## src/rtl/rename_ctrl.sv

```systemverilog
// Register rename scoreboard: per-register busy bit and producer ROB tag, issue handshake,
// commit write-back into the architectural register file, and a two-cycle flush/recover sequence.
module rename_ctrl #(
  parameter int REG_S     = 32,
  parameter int REG_ADD_W = 5,
  parameter int ROB_ADD_W = 4,
  parameter int REG_DAT_W = 32
) (
  input  logic                 clk,
  input  logic                 rst,
  input  logic                 en,
  input  logic                 iIS_Valid,
  output logic                 oIS_Ready,
  input  logic [REG_ADD_W-1:0] iIS_Rs1,
  input  logic [REG_ADD_W-1:0] iIS_Rs2,
  input  logic                 iIS_EnRd,
  input  logic [REG_ADD_W-1:0] iIS_Rd,
  input  logic [ROB_ADD_W-1:0] iROB_Qn,
  input  logic                 iROB_Full,
  output logic                 oRN_Valid,
  output logic                 oRN_Rdy1,
  output logic [ROB_ADD_W-1:0] oRN_Q1,
  output logic                 oRN_Rdy2,
  output logic [ROB_ADD_W-1:0] oRN_Q2,
  input  logic                 iCM_En,
  input  logic [REG_ADD_W-1:0] iCM_Rd,
  input  logic [ROB_ADD_W-1:0] iCM_Tag,
  input  logic [REG_DAT_W-1:0] iCM_Vd,
  output logic                 oRF_We,
  output logic [REG_ADD_W-1:0] oRF_Wa,
  output logic [REG_DAT_W-1:0] oRF_Wd,
  input  logic                 iFlush,
  output logic [REG_ADD_W:0]   oBusyCnt
);

  localparam int CNT_W = REG_ADD_W + 1;

  typedef enum logic [1:0] {RUN, FLUSH, RECOVER} state_t;

  state_t               state, state_nxt;
  logic [REG_S-1:0]     busy;
  logic [ROB_ADD_W-1:0] tag [REG_S];

  logic                 accept, ren, ren_new, cm_wr, cm_clr;
  logic                 rdy1, rdy2;
  logic [ROB_ADD_W-1:0] q1, q2;

  assign oIS_Ready = en && (state == RUN) && !iROB_Full && !iFlush;
  assign accept    = iIS_Valid && oIS_Ready;
  assign ren       = accept && iIS_EnRd && (iIS_Rd != '0);
  assign ren_new   = ren && !busy[iIS_Rd];
  assign cm_wr     = iCM_En && (iCM_Rd != '0);
  // A rename of the committing register in the same cycle keeps it busy under the new tag.
  assign cm_clr    = cm_wr && busy[iCM_Rd] && (tag[iCM_Rd] == iCM_Tag)
                     && !(ren && (iIS_Rd == iCM_Rd));

  // Sources see the pre-edge mapping; a matching commit this cycle bypasses to ready.
  assign rdy1 = (iIS_Rs1 == '0) || !busy[iIS_Rs1]
                || (iCM_En && (iCM_Rd == iIS_Rs1) && (iCM_Tag == tag[iIS_Rs1]));
  assign rdy2 = (iIS_Rs2 == '0) || !busy[iIS_Rs2]
                || (iCM_En && (iCM_Rd == iIS_Rs2) && (iCM_Tag == tag[iIS_Rs2]));
  assign q1   = rdy1 ? '0 : tag[iIS_Rs1];
  assign q2   = rdy2 ? '0 : tag[iIS_Rs2];

  always_comb begin
    // NOTE: default first so every path assigns state_nxt and no latch is inferred.
    state_nxt = state;
    if (iFlush) begin
      state_nxt = FLUSH;
    end else begin
      unique case (state)
        FLUSH:   state_nxt = RECOVER;
        RECOVER: state_nxt = RUN;
        default: state_nxt = RUN;
      endcase
    end
  end

  always_ff @(posedge clk) begin
    // NOTE: the tag array is small flop storage whose reset value is observable, so it is reset too.
    if (rst) begin
      state     <= RUN;
      busy      <= '0;
      for (int i = 0; i < REG_S; i++) tag[i] <= '0;
      oRN_Valid <= 1'b0;
      oRN_Rdy1  <= 1'b0;
      oRN_Q1    <= '0;
      oRN_Rdy2  <= 1'b0;
      oRN_Q2    <= '0;
      oRF_We    <= 1'b0;
      oRF_Wa    <= '0;
      oRF_Wd    <= '0;
      oBusyCnt  <= '0;
    end else if (en) begin
      state     <= state_nxt;
      oRN_Valid <= accept;
      if (accept) begin
        oRN_Rdy1 <= rdy1;
        oRN_Q1   <= q1;
        oRN_Rdy2 <= rdy2;
        oRN_Q2   <= q2;
      end
      oRF_We <= cm_wr;
      if (cm_wr) begin
        oRF_Wa <= iCM_Rd;
        oRF_Wd <= iCM_Vd;
      end
      if (iFlush) begin
        busy     <= '0;
        for (int i = 0; i < REG_S; i++) tag[i] <= '0;
        oBusyCnt <= '0;
      end else begin
        if (cm_clr) busy[iCM_Rd] <= 1'b0;
        if (ren) begin
          busy[iIS_Rd] <= 1'b1;
          tag[iIS_Rd]  <= iROB_Qn;
        end
        unique case ({ren_new, cm_clr})
          2'b10:   oBusyCnt <= oBusyCnt + CNT_W'(1);
          2'b01:   oBusyCnt <= oBusyCnt - CNT_W'(1);
          default: oBusyCnt <= oBusyCnt;
        endcase
      end
    end
  end

endmodule
```

## config.mk

```make
export PLATFORM = sky130hd
export DESIGN_NAME = rename_ctrl
export DESIGN_NICKNAME = d
export VERILOG_FILES = /design/src/rtl/rename_ctrl.sv
export SDC_FILE = /design/constraint.sdc
export NUM_CORES = 1
export LEC_CHECK = 0
export CAP_MARGIN = 25
export CORE_MARGIN = 2
export CORE_UTILIZATION = 29
export CTS_CLUSTER_DIAMETER = 50
export DETAILED_ROUTE_END_ITERATION = 16
export GPL_ROUTABILITY_DRIVEN = 0
export MAX_ROUTING_LAYER = met4
export SETUP_SLACK_MARGIN = 0.2
export SYNTH_ARGS = -nofsm -noshare
export SYNTH_HDL_FRONTEND = slang
export SYNTH_SLANG_ARGS = --single-unit
```

## constraint.sdc

```tcl
create_clock -name clk -period 5.9 [get_ports clk]
set_input_delay 1.77 -clock clk [delete_from_list [all_inputs] [get_ports clk]]
set_output_delay 1.77 -clock clk [all_outputs]
set_load 0.02 [all_outputs]
```

==> results of run 1 <==
==> stage by stage <==
stage	area, um^2	hold slack (ns)	setup WS, ns
finish	16800	0.452	0.488
global route	16800	0.472	0.202
CTS	16800	0.455	0.544
detailed placement	15800	0.448	-0.0154
global placement	15800	0.441	0.0727
floorplan	13600	0.447	0.438
==> how the worst max path moves through the flow <==
| stage | start | endpoint | slack (ns) | cells after the start |
|---|---|---|---|---|
| after floorplan | iCM_Rd[4] | oBusyCnt[4] | 0.44 | 18 |
| after global placement | iCM_Rd[4] | oBusyCnt[5] | 0.07 | 18 |
| after detailed placement | iCM_Rd[4] | oBusyCnt[4] | -0.02 | 17 |
| after CTS | iCM_Rd[4] | oBusyCnt[4] | 0.54 | 17 |
| after global routing | iCM_Rd[4] | oBusyCnt[5] | 0.20 | 18 |
| final | iCM_Rd[4] | oBusyCnt[4] | 0.49 | 17 |
==> power groups by stage <==
stage | Clock, mW | Sequential, mW | Combinational [mW]
floorplan | 0 | 1.74 | 0.350
global placement | 0 | 1.74 | 0.612
detailed placement | 0 | 1.74 | 0.614
CTS | 1.83 | 1.71 | 0.616
global route | 1.89 | 1.72 | 0.653
finish | 1.82 | 1.71 | 0.626
==> routing by layer <==
layer | part of all wire (%) | vias up
li1 | - | 5057
met1 | 38 | 5758
met2 | 45 | 742
met3 | 12 | 124
met4 | 4.7 | 0
met5 | 0 | -
==> layout make-up <==
class	instances	area [um^2]
well taps	607	759
fillers	4618	29600
multi-input cells	925	7460
clock inverters	18	219
repair buffers	206	1930
inverters	10	37.5
flip-flops and latches	217	5630
clock buffers	34	764
diodes	3	7.51
==> worst max-delay path, stage by stage <==
cell and delay [ns]:
clkdlybuf4s50_1 0.51, buf_12 0.19, mux4_2 0.30, nor3b_1 0.15, a2111oi_1 0.57, and3b_1 0.26, o22ai_2 0.07, or3_4 0.38
nor2_1 0.24, ha_1 0.30, a21o_1 0.18, a21oi_1 0.18, xnor2_1 0.09, nand2_1 0.09, nor2_1 0.05, mux2_4 0.26
a211o_1 0.26
==> sequential cells by signal, indices dropped and copies added, names as in the netlist <==
signal and flops:
busy 32, oRN_Valid 1, oRN_Rdy1 1, oRF_Wd 32
oRN_Q2 4, oRN_Q1 4, oRF_Wa 5, oBusyCnt 6
state 2, tag 128, oRF_We 1, oRN_Rdy2 1
==> cell usage in the layout, fill, tap and decap left out, types with 9 or more instances in the layout <==
| cell | instances |
|---|---|
| a21o_1 | 9 |
| a21oi_1 | 59 |
| a22o_1 | 10 |
| a22oi_1 | 15 |
| a31o_2 | 13 |
| a31oi_1 | 12 |
| and2_1 | 9 |
| and3_1 | 17 |
| buf_12 | 9 |
| buf_4 | 75 |
| clkbuf_16 | 29 |
| clkdlybuf4s50_1 | 116 |
| dfxtp_1 | 89 |
| edfxtp_1 | 128 |
| mux2_2 | 10 |
| mux2i_1 | 61 |
| mux4_2 | 113 |
| nand2_1 | 162 |
| nand3_1 | 25 |
| nor2_1 | 160 |
| nor2b_1 | 10 |
| nor3_1 | 13 |
| o21ai_0 | 43 |
| o22ai_1 | 17 |
| xnor2_1 | 11 |
| xor2_1 | 16 |
==> kinds of logic after synthesis <==
logic type / after synthesis / synth area share [%]
other cells: 1 / 0.0275
buf+inv: 119 / 4.11
simple gates: 465 / 15.9
flops: 217 / 41.3
xor+xnor: 27 / 1.74
compound gates: 231 / 11.3
mux: 193 / 25.2
fa+ha+maj: 5 / 0.514
==> run metrics, run 1 <==
status=finished, final reports clean; post-synth cell types=83; main area contributors after synthesis=edfxtp_1, mux4_2, dfxtp_1, mux2i_1, nand2_1; pwr dens=247 mW/mm^2; r2r worst-path depth=15; clk buf depth=3; post-DP HPWL=around 37 mm; Die Footprint=about 0.05 mm^2; Cells after Synth=~1300; Initial Utilization=29.3%; Yosys reg bits=approximately 220; Tot Pwr=4.16 mW; leading area contributor after synthesis=edfxtp_1; minimum clock period after layout=approximately 5.4 ns; CP Max Fanout=25; first-pass GRT wire length=just over 70 mm; sequential power share=approximately two fifths; die span in y=221 um; via/cell ratio=just under 6; share of the synthesized area in the top cell type=around 28%; Total GRT Usage=between 20% and 30%; placed cell count=~2000; worst slew pin tran=approximately 1.1 ns; GR Util met3=approximately 5.2%; via count=roughly 12000; CTS buffer count=29; DRT Wirelength=about 50 mm; Fin. Hold Viols=0; CTS tree=done; hold depth=2; Leak=between 5 and 6 nW; # Post-CTS Setup Buffers=0; DRT iter0 DRCs=roughly 1600; end of the worst register-to-register path=oBusyCnt[4]; critical path class=primary input to flop; Slew headroom=around a quarter; synth cell count leaders=nand2_1, nor2_1, edfxtp_1, mux4_2, dfxtp_1; worst vdd ir=about 0.24 mV; met2 usage=31.0%; max cap viols=0; count leader, synth=nand2_1; Min-Delay Endpoint=oRF_Wd[18]; boundary pin count=124; Pint=around 3 mW; GRT busiest layer=met2; R2R Setup Slk=about 1.8 ns; initial antenna violation count=3; # DRC=0; Area Overhead vs Synth=23.4%; Syn Std Cell Area=0.0136 mm^2; largest net degree at the start of global routing=48; number of enable flip-flop cells after synthesis=between 100 and 150; grt met1 use=a little over a quarter; Final Slew Violations=0; post-DR wirelength/cell=24.4 um; Critical Path AT=roughly 5.9 ns; switching power=about 1.1 mW; Logic pwr share=between 10% and 20%; worst hold start=oRF_Wd[18]; post-cts resize count=0; Routed Antenna Nets=0; Clock transition at path regs=0.06 ns; Worst Setup Start Kind=primary input; Fmax achieved=roughly 180 MHz; num rows=79; Worst-Skew Late Latency=0.57 ns; total gr overflow=0; H-Tree Depth=1; Clock power frac=a little over two fifths; syn avg cell area=roughly 11 um^2; Finished Core Util=36.2%; RSZ-0062 raised after global routing=no; CTS root buffer=clkbuf_16; Core Box Area=approximately 0.046 mm^2; synth warn=0; Primary FF master, synth=edfxtp_1; DR pass1 iterations=6; asr flop ratio synth=0%; Reg-to-Reg Start=tag[8][2]; Post-CTS Hold Buffers=0; Tcrit/Tclk final=slightly above 90%; IO Port Bufs=123; vias in the first global route=roughly 11000; Hold Path Class=flop to flop; Nets=between 1000 and 1500; Finish-stage setup viols=0; crit path capture type=flop; CTS Sinks=217; layout cells sized above 1=between 20% and 30%; Die X=approximately 220 um; sequential area share after synthesis=between 40% and 50%; Fin Clk Skew=0.0222 ns; setup tns final=0 ns; Worst Path Required=6.35 ns; sw frac=26.7%; final cell count without fillers=between 2000 and 2500
(Power assumes the default switching activity.)
==> inputs of run 2 (changes only) <==
Settings changed: CORE_ASPECT_RATIO set to 0.8, CTS_CLUSTER_DIAMETER 50 to 80.
==> run metrics, run 2 (synthesis gave the netlist of run 1 again) <==
max cap viols=0; routed wl met2=20.7 mm; clk buf depth=3; crit path capture type=flop; pwr dens=225 mW/mm^2; via count=11649; slowest cell delay on critical path=about 0.51 ns; Initial Utilization=between 20% and 30%; Area Overhead vs Synth=21.3%; Fin Clk Skew=~0.017 ns; Nets=approximately 1500; critical path class=primary input to flop; H-Tree Depth=1; Fin. Hold Viols=0; via/cell ratio=between 5 and 6; Leak=approximately 5.7 nW; post-DR wirelength/cell=between 20 and 25 um; Total GRT Usage=between 20 and 25%; critical path's slowest cell=clkdlybuf4s50_1; commonest non-fill, non-tap cell in the layout=nand2_1; Worst path top cell family by delay=compound AO/OA/AOI/OAI gates; Hold WS=between 0.4 and 0.5 ns; CTS buffer count=24; Die X=roughly 250 um; largest net degree at the start of global routing=68; worst slew pin tran=1.05 ns; num rows=70; # DRC=0; RSZ-0062 raised after global routing=no; CTS root buffer=clkbuf_16; Fmax achieved=roughly 180 MHz; # fillers=between 4000 and 5000; worst vdd ir=0.193 mV; Worst Path Required=about 6.3 ns; DRT Wirelength=roughly 49 mm; Critical Path AT=just under 6 ns; initial antenna violation count=0; largest reg by FF count=tag; sequential cell area=between 0.005 and 0.006 mm^2; Worst Setup Start Kind=primary input; CTS Sinks=between 200 and 250; metal3 WL=6.19 mm; Die Footprint=just under 0.05 mm^2; vias in the first global route=roughly 11000; antenna fix cells=0; Final Slew Violations=0; layout cells sized above 1=between 20 and 25%; largest registers=tag (128), busy (32), oRF_Wd (32); number of flip-flops under the largest register name=~130; die span in y=between 150 and 200 um; IO Port Bufs=about 120; boundary pin count=about 120; most frequent cells in the layout=nand2_1, nor2_1, edfxtp_1, clkdlybuf4s50_1, mux4_2; total gr overflow=0; DR pass1 iterations=6; area of the multi-input gates=roughly 0.0075 mm^2; met1 WL=about 21 mm; Worst-Skew Late Latency=around 0.55 ns; minimum clock period after layout=between 5 and 6 ns; Hold Path Class=flop to flop; setup tns final=0 ns; status=finished, final reports clean; Post-CTS Hold Buffers=0; post-DP HPWL=between 30 and 40 mm; CP Max Fanout=28; Slew headroom=between 20% and 30%; Finish-stage setup viols=0; DRT iter0 DRCs=roughly 1900; Clock transition at path regs=0.07 ns; CP Cell Sequence=clkdlybuf4s50_1 > buf_12 > nand4bb_1 > o22ai_1 > a211o_1 > a2111oi_2 > o22ai_2 > or3_4 > nor2_1 > ha_1 > a21o_1 > a21oi_1 > nor2b_1 > o21ai_0 > nand2b_1 > o31ai_1 > mux2i_1 > nand3_1; CTS tree=done; Routed Antenna Nets=0; first-pass GRT wire length=72.5 mm; DR top layer=met4; Crit path buffers/inverters=2; Tcrit/Tclk final=roughly nine tenths; Core Box Area=about 0.046 mm^2
## run 2: cell count changes in the layout (fill, tap and decap cells not counted), sizes merged
cell,previous run,this run
bufinv,4,0
diode,3,0
clkinvlp,1,2
buf,90,92
clkinv,10,9
inv,13,8
## run 2: layer usage
| layer | up-vias | track usage, % |
|---|---|---|
| met1 | 5786 | 28.4 |
| met3 | 74 | 5.73 |
| met4 | 0 | 5.00 |
| met2 | 750 | 28.9 |
| met5 | - | - |
| li1 | 5039 | - |
## run 2: final cells by class
cell class	count	area share [%]
Inverter	10	0.227
Clock buffer	34	3.88
Timing Repair Buffer	208	11.6
Clock inverter	9	0.341
Sequential cell	217	34.0
Tap cell	612	4.63
Multi-Input combinational cell	925	45.2
## run 2: stage by stage
stage | utilization, % | std cells | setup slack [ns] | area (um^2) | power (mW)
floorplan | - | 1261 | 0.438 | 13600 | 2.09
global route | 35.9 | 2015 | 0.232 | 16500 | 3.84
CTS | 35.9 | 2015 | 0.519 | 16500 | 3.73
detailed placement | 34.3 | 1972 | -0.0372 | 15800 | 2.35
global placement | 34.3 | 1972 | 0.0505 | 15800 | 2.34
finish | 35.9 | 2015 | 0.479 | 16500 | 3.72
## run 2: tightest hold or removal path, stage by stage, from the launching register on
cell and delay, ns:
dfxtp_1 0.30, nand2_1 0.05, a21oi_1 0.05
## run 2: final timing paths
path               from     endpoint  slack (ns)  depth (start not counted)
max           iCM_Rd[3]  oBusyCnt[5]        0.48                         18
min reg2reg  oRF_Wd[14]   oRF_Wd[14]        0.45                          2
min          oRF_Wd[14]   oRF_Wd[14]        0.45                          2
max reg2reg   tag[8][2]  oBusyCnt[5]        1.71                         16
## run 2: what timing repair did
item	CTS	global route
gates resized for setup	0	1
setup endpoints to repair	0	1
buffers inserted	0	0
## run 2: power by group
part / total [mW] / internal [mW] / switching [mW]
sequential: 1.72 / 1.66 / 0.0514
clock: 1.38 / 0.758 / 0.627
combinational: 0.621 / 0.274 / 0.347
total: 3.72 / 2.70 / 1.03
